<file path="src/rtl/button_conditioner_pkg.sv">
// Shared constants for the push-button front end: clock/debounce timing,
// button index map and the per-channel debounce state codes.
package button_conditioner_pkg;

  localparam int unsigned CLK_HZ            = 32'd23_000_000;
  localparam int unsigned DEBOUNCE_MS       = 32'd20;
  localparam int unsigned DB_CYCLES_DEFAULT = (CLK_HZ / 32'd1000) * DEBOUNCE_MS;

  localparam int unsigned BTN_ENTER_B  = 32'd0;
  localparam int unsigned BTN_ENTER_A  = 32'd1;
  localparam int unsigned BTN_START_PG = 32'd2;
  localparam int unsigned BTN_ENTER    = 32'd3;
  localparam int unsigned BTN_SPARE    = 32'd4;

  // Bit 1 of the state code equals the debounced level.
  localparam logic [1:0] ST_REL     = 2'd0;
  localparam logic [1:0] ST_REL_CHK = 2'd1;
  localparam logic [1:0] ST_PRS     = 2'd2;
  localparam logic [1:0] ST_PRS_CHK = 2'd3;

endpackage

</file>
<file path="src/rtl/button_conditioner_debounce_channel.sv">
// One button channel: synchroniser, debounce FSM with stability counter,
// registered level/rise/fall and the sticky software-visible pending flag.
module button_conditioner_debounce_channel
  import button_conditioner_pkg::*;
#(
  parameter int unsigned SYNC_STAGES = 32'd2,
  parameter int unsigned DB_CYCLES   = 32'd460000
) (
  input  logic clock,
  input  logic reset,
  input  logic btn_raw,
  input  logic evt_ack,
  output logic btn_level,
  output logic btn_rise,
  output logic btn_fall,
  output logic evt_pending
);

  localparam int unsigned      CNT_W    = $clog2(DB_CYCLES + 32'd1);
  localparam logic [CNT_W-1:0] CNT_ZERO = {CNT_W{1'b0}};
  localparam logic [CNT_W-1:0] CNT_ONE  = CNT_W'(1);
  localparam logic [CNT_W-1:0] CNT_LAST = CNT_W'(DB_CYCLES - 32'd1);

  logic [SYNC_STAGES-1:0] sync_r;
  logic                   sample_s;
  logic [1:0]             state_r;
  logic [1:0]             state_nxt_s;
  logic [CNT_W-1:0]       cnt_r;
  logic [CNT_W-1:0]       cnt_nxt_s;
  logic                   done_s;
  logic                   level_nxt_s;
  logic                   rise_nxt_s;
  logic                   fall_nxt_s;
  logic                   pend_nxt_s;

  assign sample_s = sync_r[SYNC_STAGES-1];
  // ">=" rather than "==" so DB_CYCLES==1 accepts on its first CHK cycle instead of wrapping.
  assign done_s   = (cnt_r >= CNT_LAST);

  // Next-state, counter and output-pulse decode for the debounce FSM.
  always_comb begin
    state_nxt_s = state_r;
    cnt_nxt_s   = cnt_r;
    level_nxt_s = btn_level;
    rise_nxt_s  = 1'b0;
    fall_nxt_s  = 1'b0;
    pend_nxt_s  = 1'b0;
    case (state_r)
      ST_REL: begin
        if (sample_s) begin
          state_nxt_s = ST_REL_CHK;
          cnt_nxt_s   = CNT_ONE;
        end else begin
          cnt_nxt_s   = CNT_ZERO;
        end
      end
      ST_REL_CHK: begin
        if (!sample_s) begin
          state_nxt_s = ST_REL;
          cnt_nxt_s   = CNT_ZERO;
        end else if (done_s) begin
          state_nxt_s = ST_PRS;
          cnt_nxt_s   = CNT_ZERO;
          level_nxt_s = 1'b1;
          rise_nxt_s  = 1'b1;
        end else begin
          cnt_nxt_s   = cnt_r + CNT_ONE;
        end
      end
      ST_PRS: begin
        if (!sample_s) begin
          state_nxt_s = ST_PRS_CHK;
          cnt_nxt_s   = CNT_ONE;
        end else begin
          cnt_nxt_s   = CNT_ZERO;
        end
      end
      ST_PRS_CHK: begin
        if (sample_s) begin
          state_nxt_s = ST_PRS;
          cnt_nxt_s   = CNT_ZERO;
        end else if (done_s) begin
          state_nxt_s = ST_REL;
          cnt_nxt_s   = CNT_ZERO;
          level_nxt_s = 1'b0;
          fall_nxt_s  = 1'b1;
        end else begin
          cnt_nxt_s   = cnt_r + CNT_ONE;
        end
      end
      default: begin
        state_nxt_s = ST_REL;
        cnt_nxt_s   = CNT_ZERO;
        level_nxt_s = 1'b0;
      end
    endcase
    // A new press in the same cycle as an ack wins, so that press is not lost.
    pend_nxt_s = rise_nxt_s | (evt_pending & ~evt_ack);
  end

  // Synchroniser, FSM state and registered outputs.
  always_ff @(posedge clock) begin
    if (reset) begin
      sync_r      <= {SYNC_STAGES{1'b0}};
      state_r     <= ST_REL;
      cnt_r       <= CNT_ZERO;
      btn_level   <= 1'b0;
      btn_rise    <= 1'b0;
      btn_fall    <= 1'b0;
      evt_pending <= 1'b0;
    end else begin
      sync_r      <= {sync_r[SYNC_STAGES-2:0], btn_raw};
      state_r     <= state_nxt_s;
      cnt_r       <= cnt_nxt_s;
      btn_level   <= level_nxt_s;
      btn_rise    <= rise_nxt_s;
      btn_fall    <= fall_nxt_s;
      evt_pending <= pend_nxt_s;
    end
  end

endmodule

</file>
<file path="src/rtl/button_conditioner.sv">
// Push-button conditioner: one independent debounce channel per board button;
// this level only fans the vectors out to the channels.
module button_conditioner
  import button_conditioner_pkg::*;
#(
  parameter int unsigned N_BTN       = 32'd5,
  parameter int unsigned SYNC_STAGES = 32'd2,
  parameter int unsigned DB_CYCLES   = DB_CYCLES_DEFAULT
) (
  input  logic             clock,
  input  logic             reset,
  input  logic [N_BTN-1:0] btn_raw,
  output logic [N_BTN-1:0] btn_level,
  output logic [N_BTN-1:0] btn_rise,
  output logic [N_BTN-1:0] btn_fall,
  output logic [N_BTN-1:0] evt_pending,
  input  logic [N_BTN-1:0] evt_ack
);

  for (genvar i = 0; i < N_BTN; i++) begin : g_ch
    button_conditioner_debounce_channel #(
      .SYNC_STAGES (SYNC_STAGES),
      .DB_CYCLES   (DB_CYCLES)
    ) u_ch (
      .clock       (clock),
      .reset       (reset),
      .btn_raw     (btn_raw[i]),
      .evt_ack     (evt_ack[i]),
      .btn_level   (btn_level[i]),
      .btn_rise    (btn_rise[i]),
      .btn_fall    (btn_fall[i]),
      .evt_pending (evt_pending[i])
    );
  end

endmodule

</file>
<file path="config.mk">
export PLATFORM = sky130hd
export DESIGN_NAME = button_conditioner
export DESIGN_NICKNAME = d
export VERILOG_FILES = /design/src/rtl/button_conditioner_pkg.sv /design/src/rtl/button_conditioner_debounce_channel.sv /design/src/rtl/button_conditioner.sv
export SDC_FILE = /design/constraint.sdc
export NUM_CORES = 1
export LEC_CHECK = 0
export ABC_AREA = 1
export CORE_MARGIN = 4
export CORE_UTILIZATION = 55
export CTS_BUF_LIST = sky130_fd_sc_hd__clkbuf_2 sky130_fd_sc_hd__clkbuf_4 sky130_fd_sc_hd__clkbuf_8
export CTS_CLUSTER_DIAMETER = 200
export DETAILED_ROUTE_END_ITERATION = 12
export PLACE_DENSITY = 0.74
export SLEW_MARGIN = 25
export SYNTH_ARGS = -nofsm -noshare
export SYNTH_HDL_FRONTEND = slang
export SYNTH_SLANG_ARGS = --single-unit
</file>
<file path="constraint.sdc">
create_clock -name clock -period 1.9 [get_ports clock]
set_input_delay 0.38 -clock clock [delete_from_list [all_inputs] [get_ports clock]]
set_output_delay 0.38 -clock clock [all_outputs]
set_load 0.05 [all_outputs]
</file>
==> results of run 1 <==
-- power breakdown --
part	internal [W]	total, W	switching [W]
clock network	0.00159	0.00264	0.00105
registers	0.00286	0.00289	0.0000314
logic	0.0000633	0.000142	0.0000786
total	0.00451	0.00567	0.00116
-- per-layer routing --
layer,GRT usage,share of wire
met5,0,0
met2,0.296,0.45
met3,0.0544,0.040
met4,0.0696,0.014
met1,0.228,0.50
-- Yosys cell counts, types with 2 or more instances --
cell type	instances
inv_1	104
clkbuf_1	5
nand4_4	3
nor3_1	17
nor4_1	6
inv_2	4
ha_1	5
a21oi_1	18
nor2_4	4
buf_6	3
buf_4	22
nor2_2	9
nor3_2	5
xor2_1	42
nand3_1	65
nand3b_1	5
o21ai_0	33
a31oi_1	2
xnor2_1	14
nand3_2	7
nor2_1	192
dfxtp_1	135
nor3b_1	2
nand2_1	171
nand4_1	19
nand2_2	9
-- metrics by stage --
stage                     setup WS (ns)  area, um2
after floorplan                   0.425       6590
after global placement           0.0901       6940
after detailed placement         0.0475       6940
after CTS                         0.151       7360
after global routing             0.0248       7360
final                             0.198       7360
-- cell families after synthesis --
| group | synth area share |
|---|---|
| AO/OA/AOI/OAI | 0.0479 |
| flip-flops | 0.410 |
| adder cells (fa/ha/maj) | 0.00950 |
| buffers and inverters | 0.0977 |
| AND/OR/NAND/NOR | 0.360 |
| XOR/XNOR | 0.0745 |
-- path summary, 6_finish.rpt --
kind / to / start / slack [ns]
hold reg to reg: g_ch[2].u_ch.sync_r[1]$_SDFF_PP0_ / g_ch[2].u_ch.sync_r[0]$_SDFF_PP0_ / 0.40
setup reg to reg: g_ch[0].u_ch.cnt_r[18]$_SDFF_PP0_ / g_ch[0].u_ch.cnt_r[0]$_SDFF_PP0_ / 0.22
setup / recovery: btn_level[0] / g_ch[0].u_ch.btn_level$_SDFFE_PP0P_ / 0.20
hold / removal: g_ch[2].u_ch.sync_r[1]$_SDFF_PP0_ / g_ch[2].u_ch.sync_r[0]$_SDFF_PP0_ / 0.40
-- flip-flops by register name (all words and copies together) (netlist names), named ones only --
name                   flops
g_ch.u_ch.btn_fall         5
g_ch.u_ch.sync_r          10
g_ch.u_ch.evt_pending      5
g_ch.u_ch.state_r          5
g_ch.u_ch.btn_level        5
g_ch.u_ch.cnt_r           95
g_ch.u_ch.btn_rise         5
-- worst reg2reg max path, cell delays in order, from the launching register on --
cell	delay, ns
dfxtp_1	0.41
ha_1	0.21
nand2_1	0.11
nor3_2	0.22
nand2_2	0.10
nor2_2	0.15
nand2_2	0.08
nor2_2	0.11
nand3_1	0.09
a21oi_2	0.12
-- layout make-up --
| cell class | count | area [um2] | area share |
|---|---|---|---|
| timing repair buffer | 42 | 379 | 0.0515 |
| clock buffer | 23 | 304 | 0.0413 |
| tap | 143 | 179 | 0.0243 |
| multi-input combinational | 639 | 3240 | 0.440 |
| clock inverter | 9 | 145 | 0.0197 |
| inverter | 109 | 412 | 0.0559 |
| sequential | 135 | 2700 | 0.367 |
==> results_dict.tcl, run 1 <==
set metrics [dict create \
    status "completed" \
    startpoint_type "flip-flop" \
    drt_iter0_markers 282 \
    final.setup.tns_ns 0 \
    io_pins 32 \
    grt_usage 0.182 \
    path_depth 1 \
    crit_family "buffers and inverters" \
    fin_cells 1100 \
    synth_edf_count 0 \
    crit_chain "dlygate4sd2_1" \
    cp_slowest_cell "dlygate4sd2_1" \
    yosysTopAreaCellShare 0.410 \
    antenna_found_initial 0 \
    cts_tree "done" \
    crit_path_max_fanout 2 \
    ys_seq_elements 135 \
    synth_area_mm2 0.00659 \
    slew_viol_final 0 \
    fmax_mhz 588 \
    leakagePower_nw 2.97 \
    place_inst 1068 \
    io_buffers 31 \
    hpwl_mm 8.77 \
    synthFlopType "dfxtp_1" \
    power_density_mw_per_mm2 770 \
    grt_max_degree 20 \
    ys_seq_area_frac 0.410 \
    hold_depth 2 \
    postRouteWirelength_mm 11.8 \
    min_path_type "reg -> reg" \
    first_pass_iters 5 \
    grt_pass1_vias 4967 \
    grt_pass1_wl_mm 21.2 \
    final_util 0.636 \
    cts_buffers 17 \
    die-height_um 117 \
    crit_required_ns 1.52 \
    wire_per_inst_um 10.7 \
    syn-num-nets 933 \
    post-cts-setup-buffers 0 \
    crit_type "reg -> out" \
    worst-path-buf-inv 1 \
    fill_cells 1063 \
    htreeDepth 4 \
    critPathArrivalTime_ns 1.32 \
    power.total_w 0.00567 \
    final_common_cell "nor2_1" \
    tightest_slew_ns 0.504 \
    areaGrowthSynthToFinish_pct 11.8 \
    yosysUniqueCellTypes 41 \
    timing.final.crit_share 0.896 \
    remaining_drc_errors 0 \
    finalNetCount 961 \
    syn_inst 916 \
    worst_setup_path_end_kind "output port" \
    die_w_um 117 \
    maxCapViolCount 0 \
    cts.clk_slew.worst_paths_ns 0.07 \
    relSlewSlack 0.666 \
    min_period_ns 1.70 \
    synthTopCellsByArea "dfxtp_1, nor2_1, nand2_1, inv_1, xor2_1" \
    gp_congestion 0.872 \
    critical_path.max_stage_delay_ns 0.54 \
    rsz0062_at_grt "no" \
    final.setup_skew_ns 0.0109 \
    syn_avg_cell_area_um2 7.19 \
    postCtsHoldBufs 0 \
    cts_resized 19 \
    vias 5404 \
    reg2regPathDepth 9 \
    grt_overflow 0 \
    synth_top_cell_by_area "dfxtp_1" \
    die-area_mm2 0.0138 \
    postSynth.asyncResetShare 0 \
    clk_latency_ns 0.45 \
    diodes 0 \
    avgViaCountPerCell 4.91 \
    coreArea_mm2 0.0116 \
    hold_viol_final 0 \
    holdWs_ns 0.402 \
    yosysWarnings 0 \
    drive_gt1_frac 0.0961 \
    placementRows 39 \
    setup_viol 0 \
    ant_nets 0 \
    layout_common_cells "nor2_1, nand2_1, dfxtp_1, inv_1, nand3_1" \
    clockBufferDepth 2 \
    cts.sinks 135 \
    root_buffer "clkbuf_8" \
    initial_core_util 0.569 \
    ir_worst_vdd_mv 0.461 \
]
(Power assumes the default switching activity.)
==> run 2, diff against run 1 <==
Settings changed: GPL_ROUTABILITY_DRIVEN set to 0, HOLD_SLACK_MARGIN set to 0.05.
==> results of run 2 <==
Same layout as run 1: the final DEF is identical, and so are final timing and power.
==> run 3, diff against run 2 <==
Settings changed: CORE_MARGIN 4 to unset, CTS_BUF_LIST sky130_fd_sc_hd__clkbuf_2 sky130_fd_sc_hd__clkbuf_4 sky130_fd_sc_hd__clkbuf_8 to sky130_fd_sc_hd__clkbuf_8.
==> results_dict.tcl, run 3 (synthesis gave the netlist of run 1 again) <==
set metrics [dict create \
    status "complete, but fails checks" \
    violations "design-rule violations" \
    fin_cells 1101 \
    root_buffer "clkbuf_8" \
    cts_resized 20 \
    areaGrowthSynthToFinish_pct 12.8 \
    hold_viol_final 0 \
    seq_area_mm2 0.00270 \
    crit_chain "dlygate4sd2_1" \
    diodes 0 \
    drt_iter0_markers 294 \
    hpwl_mm 8.76 \
    relSlewSlack 0.667 \
    multi_input_area_mm2 0.00324 \
    remaining_drc_errors 5 \
    rsz0062_at_grt "no" \
    worst-path-buf-inv 1 \
    vias 5414 \
    cts_tree "done" \
    ant_nets 0 \
    timing.final.crit_share 0.903 \
    biggestRegsByFlops "g_ch.u_ch.cnt_r: 95 flops, g_ch.u_ch.sync_r: 10 flops" \
    io_pins 32 \
    fmax_mhz 583 \
    io_buffers 31 \
    coreArea_mm2 0.0116 \
    clk_latency_ns 0.44 \
    tightest_slew_ns 0.501 \
    postCtsHoldBufs 0 \
    finalNetCount 962 \
    avgViaCountPerCell 4.92 \
    die-area_mm2 0.0124 \
    largest_register_ff_count 95 \
    regMostFlops "g_ch.u_ch.cnt_r" \
    htreeDepth 4 \
    post-cts-setup-buffers 0 \
    critPathArrivalTime_ns 1.34 \
    grt_usage 0.207 \
    startpoint_type "flip-flop" \
    min_path_type "reg -> reg" \
    die-height_um 111 \
    crit_path_max_fanout 2 \
    cts.clk_slew.worst_paths_ns 0.08 \
    worst_setup_path_end_kind "output port" \
    crit_type "reg -> out" \
    grt_pass1_wl_mm 21.2 \
    placementRows 39 \
    initial_core_util 0.569 \
    hold_depth 2 \
    clockBufferDepth 2 \
    setup_viol 0 \
    holdWs_ns 0.401 \
    place_inst 1069 \
    crit_family "buffers and inverters" \
    first_pass_iters 9 \
    postRouteWirelength_mm 11.9 \
    final.setup.tns_ns 0 \
    power_density_mw_per_mm2 807 \
    critical_path.max_stage_delay_ns 0.54 \
    path_depth 1 \
    crit_required_ns 1.52 \
    die_w_um 111 \
    final_common_cell "nor2_1" \
    maxCapViolCount 0 \
    slew_viol_final 0 \
    drive_gt1_frac 0.0960 \
    grt_max_degree 20 \
    reg2regPathDepth 8 \
    grt_pass1_vias 5003 \
    wire_per_inst_um 10.8 \
    cts_buffers 17 \
    fill_cells 1083 \
    final.setup_skew_ns 0.0101 \
    cts.sinks 135 \
    ir_worst_vdd_mv 0.705 \
    leakagePower_nw 2.99 \
    grt_overflow 0 \
    min_period_ns 1.72 \
    antenna_found_initial 0 \
    cp_slowest_cell "dlygate4sd2_1" \
    layout_common_cells "nor2_1, nand2_1, dfxtp_1, inv_1, nand3_1" \
]
run 3: cell types whose count changed in the layout (fill, tap and decap cells not counted):
cell,previous run,this run
bufinv_16,4,7
clkbuf_4,2,0
clkbuf_8,21,19
clkinv_2,5,3
clkinv_4,0,1
clkinvlp_4,0,2
dlygate4sd2_1,19,20
run 3: report_power, final:
group	internal [W]	leakage, nW	switching (W)
sequential	0.00286	1.09	0.0000302
clock	0.00189	0.252	0.00108
combinational	0.0000631	1.65	0.0000788
total	0.00481	2.99	0.00119
run 3: final cells by class:
type                       instances  area share
clock buffer                      19      0.0352
clock inverter                    13      0.0335
inverter                         109      0.0554
multi-input combinational        639       0.436
sequential                       135       0.364
tap                              143      0.0241
timing repair buffer              43      0.0522
run 3: routing by layer:
| layer | global-route usage | wire, um | up-vias |
|---|---|---|---|
| met4 | 0.0631 | 122 | 0 |
| met2 | 0.341 | 5340 | 78 |
| met3 | 0.0659 | 465 | 11 |
| li1 | - | - | 2931 |
| met1 | 0.259 | 6010 | 2394 |
| met5 | 0 | 0 | - |
run 3: stage by stage:
step           instance area (um2)  total power, W  setup WS, ns   util
3_3_place_gp                  6950         0.00309         0.147  0.601
2_1_floorplan                 6590         0.00304         0.425      -
5_1_grt                       7430         0.00621       0.00599  0.643
6_report                      7430         0.00600         0.185  0.643
3_5_place_dp                  6950         0.00309        0.0791  0.601
4_1_cts                       7430         0.00605         0.155  0.643
run 3: final timing paths:
kind / from / to / slack, ns
max: g_ch[1].u_ch.evt_pending$_SDFF_PP0_ / evt_pending[1] / 0.18
min: g_ch[0].u_ch.sync_r[0]$_SDFF_PP0_ / g_ch[0].u_ch.sync_r[1]$_SDFF_PP0_ / 0.40
max reg2reg: g_ch[1].u_ch.cnt_r[1]$_SDFF_PP0_ / g_ch[1].u_ch.cnt_r[12]$_SDFF_PP0_ / 0.20
min reg2reg: g_ch[0].u_ch.sync_r[0]$_SDFF_PP0_ / g_ch[0].u_ch.sync_r[1]$_SDFF_PP0_ / 0.40
